[src/rtl/pll_freq_ctrl.sv]
// pll_freq_ctrl: reset, relock and divider-select sequencer for a dynamic-IDSEL rPLL.
// Ports:
//   clk, rst_n            board clock (also the PLL input) and synchronous active-low reset
//   req_valid, req_idsel  frequency change request and its 6-bit divider code
//   req_ready             a request is accepted this cycle (READY or FAIL)
//   pll_lock              raw PLL lock, asynchronous to clk
//   pll_reset, pll_idsel  PLL reset (active-high) and divider code
//   clk_ready             PLL output stable and usable
//   err_timeout           sticky: retries exhausted, sequencer parked in FAIL
//   lock_lost             sticky: lock dropped while READY
module pll_freq_ctrl #(
    parameter int         RESET_CYCLES  = 16,
    parameter int         LOCK_TIMEOUT  = 27000,
    parameter int         LOCK_STABLE   = 256,
    parameter int         MAX_RETRIES   = 3,
    parameter logic [5:0] DEFAULT_IDSEL = 6'd63
) (
    input  logic       clk,
    input  logic       rst_n,
    input  logic       req_valid,
    input  logic [5:0] req_idsel,
    output logic       req_ready,
    input  logic       pll_lock,
    output logic       pll_reset,
    output logic [5:0] pll_idsel,
    output logic       clk_ready,
    output logic       err_timeout,
    output logic       lock_lost
);
    localparam int MAX_A = RESET_CYCLES > LOCK_STABLE ? RESET_CYCLES : LOCK_STABLE;
    localparam int MAX_C = LOCK_TIMEOUT > MAX_A ? LOCK_TIMEOUT : MAX_A;
    localparam int CW = $clog2(MAX_C + 1);
    localparam int RW = $clog2(MAX_RETRIES + 1);
    localparam logic [CW-1:0] RST_END = CW'(RESET_CYCLES - 1);
    localparam logic [CW-1:0] TO_END  = CW'(LOCK_TIMEOUT - 1);
    localparam logic [CW-1:0] STB_END = CW'(LOCK_STABLE - 1);
    localparam logic [RW-1:0] RETRY_MAX = RW'(MAX_RETRIES);

    typedef enum logic [2:0] {S_RESET_PLL, S_WAIT_LOCK, S_STABLE, S_READY, S_FAIL} state_t;

    state_t        state, state_n;
    logic [CW-1:0] cnt, cnt_n;
    logic [RW-1:0] retry, retry_n, retry_inc;
    logic [5:0]    idsel_n;
    logic          err_n, lost_n, accept, sync1, lock_s;

    always_comb begin
        accept    = req_valid && req_ready;
        retry_inc = retry + RW'(1);
        state_n   = state;
        cnt_n     = cnt + CW'(1);
        retry_n   = retry;
        idsel_n   = pll_idsel;
        err_n     = err_timeout;
        lost_n    = lock_lost;
        // An accepted request overrides everything, including a same-cycle lock loss.
        if (accept) begin
            state_n = S_RESET_PLL;
            cnt_n   = '0;
            retry_n = '0;
            idsel_n = req_idsel;
            err_n   = 1'b0;
            lost_n  = 1'b0;
        end else begin
            case (state)
                S_RESET_PLL: if (cnt == RST_END) begin
                    state_n = S_WAIT_LOCK;
                    cnt_n   = '0;
                end
                S_WAIT_LOCK: if (lock_s) begin
                    state_n = S_STABLE;
                    cnt_n   = '0;
                end else if (cnt == TO_END) begin
                    retry_n = retry_inc;
                    state_n = retry_inc == RETRY_MAX ? S_FAIL : S_RESET_PLL;
                    err_n   = err_timeout | (retry_inc == RETRY_MAX);
                    cnt_n   = '0;
                end
                // A dropout during qualification restarts the timeout window without costing a retry.
                S_STABLE: if (!lock_s) begin
                    state_n = S_WAIT_LOCK;
                    cnt_n   = '0;
                end else if (cnt == STB_END) begin
                    state_n = S_READY;
                    cnt_n   = '0;
                end
                S_READY: begin
                    cnt_n = '0;
                    if (!lock_s) begin
                        state_n = S_RESET_PLL;
                        retry_n = '0;
                        lost_n  = 1'b1;
                    end
                end
                S_FAIL: cnt_n = '0;
                default: begin
                    state_n = S_RESET_PLL;
                    cnt_n   = '0;
                end
            endcase
        end
    end

    // Outputs are registered from the next state so they line up with the state register.
    always_ff @(posedge clk) begin
        if (!rst_n) begin
            sync1       <= 1'b0;
            lock_s      <= 1'b0;
            state       <= S_RESET_PLL;
            cnt         <= '0;
            retry       <= '0;
            pll_idsel   <= DEFAULT_IDSEL;
            err_timeout <= 1'b0;
            lock_lost   <= 1'b0;
            pll_reset   <= 1'b1;
            clk_ready   <= 1'b0;
            req_ready   <= 1'b0;
        end else begin
            sync1       <= pll_lock;
            lock_s      <= sync1;
            state       <= state_n;
            cnt         <= cnt_n;
            retry       <= retry_n;
            pll_idsel   <= idsel_n;
            err_timeout <= err_n;
            lock_lost   <= lost_n;
            pll_reset   <= state_n == S_RESET_PLL || state_n == S_FAIL;
            clk_ready   <= state_n == S_READY;
            req_ready   <= state_n == S_READY || state_n == S_FAIL;
        end
    end
endmodule

[config.mk]
export PLATFORM = sky130hd
export DESIGN_NAME = pll_freq_ctrl
export DESIGN_NICKNAME = d
export VERILOG_FILES = /design/src/rtl/pll_freq_ctrl.sv
export SDC_FILE = /design/constraint.sdc
export NUM_CORES = 1
export LEC_CHECK = 0
export BUFFER_PORTS_ARGS = -buffer_cell sky130_fd_sc_hd__buf_2
export CORE_MARGIN = 1.5
export CORE_UTILIZATION = 25
export DETAILED_ROUTE_END_ITERATION = 10
export GPL_TIMING_DRIVEN = 0
export HOLD_SLACK_MARGIN = 0.12
export PLACE_DENSITY = 0.4
export SYNTH_ARGS = -nofsm -noshare
export SYNTH_HDL_FRONTEND = slang
export SYNTH_SLANG_ARGS = --single-unit
[constraint.sdc]
create_clock -name clk -period 2.2 [get_ports clk]
set_input_delay 0.11 -clock clk [delete_from_list [all_inputs] [get_ports clk]]
set_output_delay 0.11 -clock clk [all_outputs]
set_load 0.1 [all_outputs]
* Yosys cells after proc, flatten, opt, wreduce, memory -nomap -nowiden
Index checks and enable logic that the tools add are counted.
** Word-level totals
- Flip-flop bits (word level) :: 33
- Bits of input ports :: 10
- Output and inout bits :: 11
** Cells by class
- Bitwise logic cells :: 3
- Reduce and logical (&&, ||, !) cells :: 10
- Mux-type cells :: 19
- $add $sub $neg :: 2
- Eq/ne operators :: 13
** Operator list (number)
- $mux W15 :: 5
- $pmux W15 S3 :: 1
- $mux W3 :: 8
- $add A15 B1 Y15 const B :: 1
- $eq A15 B15 Y1 const B :: 1
- $eq A15 B4 Y1 const B :: 1
- $eq A15 B8 Y1 const B :: 1
- $pmux W3 S5 :: 1
- $eq A3 B2 Y1 const B :: 3
- $eq A3 B3 Y1 const B :: 2
- $logic_not A3 Y1 :: 2
- $mux W2 :: 3
- $ne A2 B2 Y1 const B :: 3
- $pmux W2 S2 :: 1
- $reduce_and A4 Y1 :: 1
- $eq A3 B1 Y1 const B :: 1
- $reduce_and A3 Y1 :: 1
- $add A2 B1 Y2 const B :: 1
- $eq A2 B2 Y1 const B :: 1
- $logic_or A1 B1 Y1 :: 2
- $not A1 Y1 :: 2
- $reduce_and A2 Y1 :: 1
- $reduce_bool A2 Y1 :: 1
- $reduce_or A2 Y1 :: 1
- other kinds (2) :: 2

* Logic depth before layout (Yosys ltp)
- Depth after elaboration :: 9
- Gate-level depth with buffers :: 7
- Mapped depth without buffers :: 6

* Worst setup path after synthesis
OpenSTA, ideal clock, no wires.
- Path kind :: reg2reg
- Start point :: register req_ready
- End point :: register cnt[8]
- Required time :: 2.085 ns
- Path buffers :: 1
- Slack :: 0.177 ns
- Data arrival time :: 1.908 ns
- Library setup time :: 0.115 ns
- Stages on the path, launching flop included :: 7
- Clock period less this slack :: 2.023 ns
- Path through :: dfxtp_1 -> nand2_1 -> nand2_1 -> a211oi_1 -> o21ai_2 -> buf_6 -> nor2_1
** Between the ends
- Cells in the longest elaborated chain, start to end :: 2
** Ends and longest elaborated chain
- start: declaration :: line 22 : output logic req_ready,
- start signal: assignment :: line 117 : req_ready <= 1'b0;
- start signal: assignment :: line 129 : req_ready <= state_n == S_READY || state_n == S_FAIL;
- $logic_and A1 B1 Y1 :: line 48 : accept = req_valid && req_ready;
- $reduce_or A2 Y1 (no source line)
- end signal: assignment :: line 122 : cnt <= cnt_n;
- end: declaration :: line 42 : logic [CW-1:0] cnt, cnt_n;
No other way between the ends.
A chain may end at the register's enable or synchronous reset.

* Final worst setup path
- Start point :: register cnt[8]
- End point :: register cnt[11]
** Between the ends
- Cells in the longest elaborated chain, start to end :: 4
- Elaborated cells between the ends (all ways) :: 10
- Classes of those cells :: add/sub: 1; eq/ne: 3; mux: 6
** Ends and longest elaborated chain
- $add A15 B1 Y15, or another cell as far along :: line 51 : cnt_n = cnt + CW'(1);
- $mux W15 (on tied branches) :: line 83, 73
- $mux W15 (on tied branches) :: line 80, 70
- $pmux W15 S3 * :: line 65 : case (state)
Mark *: on every way between the ends. The rest lies on a longest branch, timed or not.

==> impl_table.tex <==
\begin{tabular}{lr}
\hline
Metric & Value \\
\hline
\multicolumn{2}{l}{\textbf{Die}} \\
Floorplan die width & 78.5 um \\
Floorplan Core Area & 5510 um\^{}2 \\
\# IOs & 21 \\
Standard-cell rows & 27 \\
Die area & 6170 um\^{}2 \\
Die extent in y & roughly 80 um \\
Initial Util & 0.259 \\
\multicolumn{2}{l}{\textbf{Pwr}} \\
Cell area power density & 681 nW/um\^{}2 \\
Static Leakage & 0.707 nW \\
Switching share of total power & 0.193 \\
IR Drop Worst-Case VDD & 0.000334 V \\
Share of power burned in the clock network & 0.468 \\
Share of power burned in combinational logic & 0.038 \\
Internal power contribution & 999 uW \\
Share of power burned in registers & 0.494 \\
Switching power & 239 uW \\
\multicolumn{2}{l}{\textbf{Timing}} \\
Final setup violation count & 0 \\
Final period demand of the worst path & a little over 2000 ps \\
Slew margin rel. & 0.653 \\
Accumulated negative setup slack & 0 ps \\
Final max-slew violation count & 0 \\
Final worst clock skew & 8.58 ps \\
Setup repair after global routing missed its margin & no \\
Ratio of final minimum period to clock period & 0.936 \\
Achievable frequency & 486 MHz \\
Actual transition at the worst max-transition pin & just over 500 ps \\
Final Hold Fails & 0 \\
Worst hold slack after final layout & 167 ps \\
\multicolumn{2}{l}{\textbf{Logic synthesis}} \\
Most area-consuming cells after synthesis & sky130\_fd\_sc\_hd\_\_dfxtp\_1 (46\%), sky130\_fd\_sc\_hd\_\_nand3\_1 (7.0\%), sky130\_fd\_sc\_hd\_\_nor2\_1 (6.1\%) \\
Post-synthesis cell count & 163 \\
Post-Synth Simple-Gate Area & 0.344 \\
Synth cell types & 36 \\
Post-synth top cells & sky130\_fd\_sc\_hd\_\_dfxtp\_1 (33), sky130\_fd\_sc\_hd\_\_nor2\_1 (23), sky130\_fd\_sc\_hd\_\_nand2\_1 (21) \\
Fraction of post-synthesis cell area in the top cell type by area & 0.463 \\
Xor/xnor cell area share of the yosys netlist & 0.0860 \\
Post-synthesis adder-cell area fraction & 0.0175 \\
Portion of netlist area occupied by mux cells & 0 \\
Main synth FF type & sky130\_fd\_sc\_hd\_\_dfxtp\_1 \\
Average cell area after synthesis & 8.75 um\^{}2 \\
Net count after synthesis & 175 \\
Complex-gate fraction of the synthesized area & 0.0632 \\
Part of the Yosys area used for sequential elements & 0.463 \\
Proportion of register bits with asynchronous set or reset after synthesis & 0 \\
Number of warnings reported in the yosys synthesis log & 0 \\
EDFF count, synth & 0 \\
Combinational family with the most area after synthesis & simple AND/OR/NAND/NOR gates \\
Synth area leader & sky130\_fd\_sc\_hd\_\_dfxtp\_1 \\
Post-synthesis register bit count & 33 \\
Cell with the most instances after synthesis & sky130\_fd\_sc\_hd\_\_dfxtp\_1 \\
Synthesized cell area & around 1400 um\^{}2 \\
\multicolumn{2}{l}{\textbf{Placement}} \\
Number of buffer cells added on primary ports & 19 \\
Global placer's final weighted congestion & 0.756 \\
Total half-perimeter wirelength after legalization and detailed placement & 2.18 mm \\
\multicolumn{2}{l}{\textbf{Worst setup path}} \\
Endpoint type of the worst setup path & flop \\
Critical path start-end classification & flop to flop \\
Crit path max fanout & 10 \\
Data required time of the worst path & about 2400 ps \\
Category of the worst setup path launch point & flop \\
Critical Path AT & approximately 2200 ps \\
\multicolumn{2}{l}{\textbf{Route}} \\
Routed Antenna Nets & 0 \\
Drt first pass iters & 4 \\
Routed WL & 3.09 mm \\
Detailed Route Iter0 Violations & 36 \\
Residual DRC & 0 \\
Via-per-instance ratio & about 4.5 \\
Routed via count & 1210 \\
Average routed wire per standard cell & 11.4 um \\
\multicolumn{2}{l}{\textbf{Global route}} \\
Via count of the first global-routing pass & 1188 \\
Antenna violations before repair & 0 \\
All-Layer GR Usage & 0.112 \\
Wire length of the first global-routing pass & 5.50 mm \\
Total global routing overflow & 0 \\
Pin count of the biggest net entering global routing & 11 \\
\multicolumn{2}{l}{\textbf{Layout}} \\
Share of the core filled with cells & 0.330 \\
Area taken by multi-input logic gates & 734 um\^{}2 \\
Antenna Cells & 0 \\
Fraction of final layout cells with drive strength greater than 1 & 0.171 \\
Area Growth Syn to Fin & 27.5\% \\
Final-stage net count & 210 \\
FF/Latch Area & 661 um\^{}2 \\
Layout filler cell count & about 600 \\
\multicolumn{2}{l}{\textbf{CTS}} \\
TritonCTS clock tree & done \\
Buffer depth of the longest clock path & 2 \\
Clk pin slew, worst setup/hold paths & 70 ps \\
Total clock sinks & 33 \\
CTS Buf Count & 5 \\
Clock latency at the later pin of the worst-skew pair & 270 ps \\
Root buffer cell & sky130\_fd\_sc\_hd\_\_clkbuf\_8 \\
Number of levels in the clock H-tree & 2 \\
\multicolumn{2}{l}{\textbf{Job}} \\
Number of maximum-capacitance violations & 0 \\
\multicolumn{2}{l}{\textbf{Min path}} \\
Kind of path behind the tightest hold check & primary input to flop \\
\multicolumn{2}{l}{\textbf{Run status}} \\
Status & completed \\
\hline
\end{tabular}
## sequential cells by signal (all words and copies together) (netlist names)
| signal | cells |
|---|---|
| retry | 2 |
| clk_ready | 1 |
| pll_idsel | 6 |
| pll_reset | 1 |
| req_ready | 1 |
| state | 3 |
| cnt | 15 |
| lock_s | 1 |
| lock_lost | 1 |
| err_timeout | 1 |
| sync1 | 1 |
## final cells by class
cell class / count / share of cell area
multi-input combinational: 122 / 0.404
clock inverter: 1 / 0.0165
clock buffer: 7 / 0.0475
inverter: 3 / 0.00619
tap: 72 / 0.0495
sequential: 33 / 0.363
buffer: 5 / 0.0144
timing repair buffer: 28 / 0.0990
## placed cells by master (no fill, tap or decap), types with 5 or more instances in the layout
cell type / Yosys / layout
sky130_fd_sc_hd__dfxtp_1: 33 / 33
sky130_fd_sc_hd__nor2_1: 23 / 23
sky130_fd_sc_hd__nand2_1: 21 / 21
sky130_fd_sc_hd__nand3_1: 20 / 20
sky130_fd_sc_hd__buf_2: 0 / 19
sky130_fd_sc_hd__xor2_1: 9 / 9
sky130_fd_sc_hd__dlygate4sd3_1: 0 / 7
sky130_fd_sc_hd__clkbuf_8: 0 / 6
sky130_fd_sc_hd__xnor2_1: 5 / 5
sky130_fd_sc_hd__clkbuf_1: 4 / 5
## worst paths after layout
check                                     to  cells past startpoint  slack (ps)    from
worst max-delay path                 cnt[11]                      6         140  cnt[8]
worst min-delay path            pll_idsel[3]                      2         170   rst_n
worst max register to register       cnt[11]                      6         140  cnt[8]
worst min register to register        lock_s                      1         430   sync1
## timing repair
| item | 4_1_cts | 5_1_grt |
|---|---|---|
| setup endpoints to repair | 10 | 0 |
| hold buffers | 7 | 0 |
| resized for setup | 1 | 0 |
| buffers inserted | 2 | 0 |
| hold endpoints to repair | 7 | 0 |
## per-layer routing
layer | routed length (um) | vias to the layer above | GRT usage
met5 | 0 | - | 0
met4 | 19 | 0 | 0.0321
met3 | 113 | 2 | 0.0314
met2 | 1420 | 22 | 0.185
met1 | 1540 | 556 | 0.142
li1 | - | 630 | -
## critical path, cell delays in order (launching register included)
cell,delay (ps)
sky130_fd_sc_hd__dfxtp_1,430
sky130_fd_sc_hd__or4bb_1,550
sky130_fd_sc_hd__nor4_4,350
sky130_fd_sc_hd__o22ai_1,170
sky130_fd_sc_hd__o21ai_2,220
sky130_fd_sc_hd__buf_6,170
sky130_fd_sc_hd__nor2_1,50
## metrics by stage
step                worst slack (ps)  area, um^2  total power, mW  instances
finish                           141        1820             1.24        271
global route                    22.2        1820             1.29        271
CTS                              129        1820             1.26        271
detailed placement             -27.1        1610            0.660        254
global placement                4.86        1610            0.660        254
floorplan                        177        1430            0.645        163
## kinds of logic after synthesis
logic type | count (synthesis)
simple gates | 93
flops | 33
compound gates | 13
xor+xnor | 14
buf+inv | 8
fa+ha+maj | 2
## power groups by stage
| stage | clock (mW) | sequential, mW | combinational [mW] |
|---|---|---|---|
| 2_1_floorplan | 0 | 0.623 | 0.0221 |
| 3_3_place_gp | 0 | 0.625 | 0.0348 |
| 3_5_place_dp | 0 | 0.625 | 0.0349 |
| 4_1_cts | 0.601 | 0.611 | 0.0472 |
| 5_1_grt | 0.628 | 0.612 | 0.0519 |
| 6_report | 0.580 | 0.611 | 0.0470 |
Power figures use the tool's default switching activity.
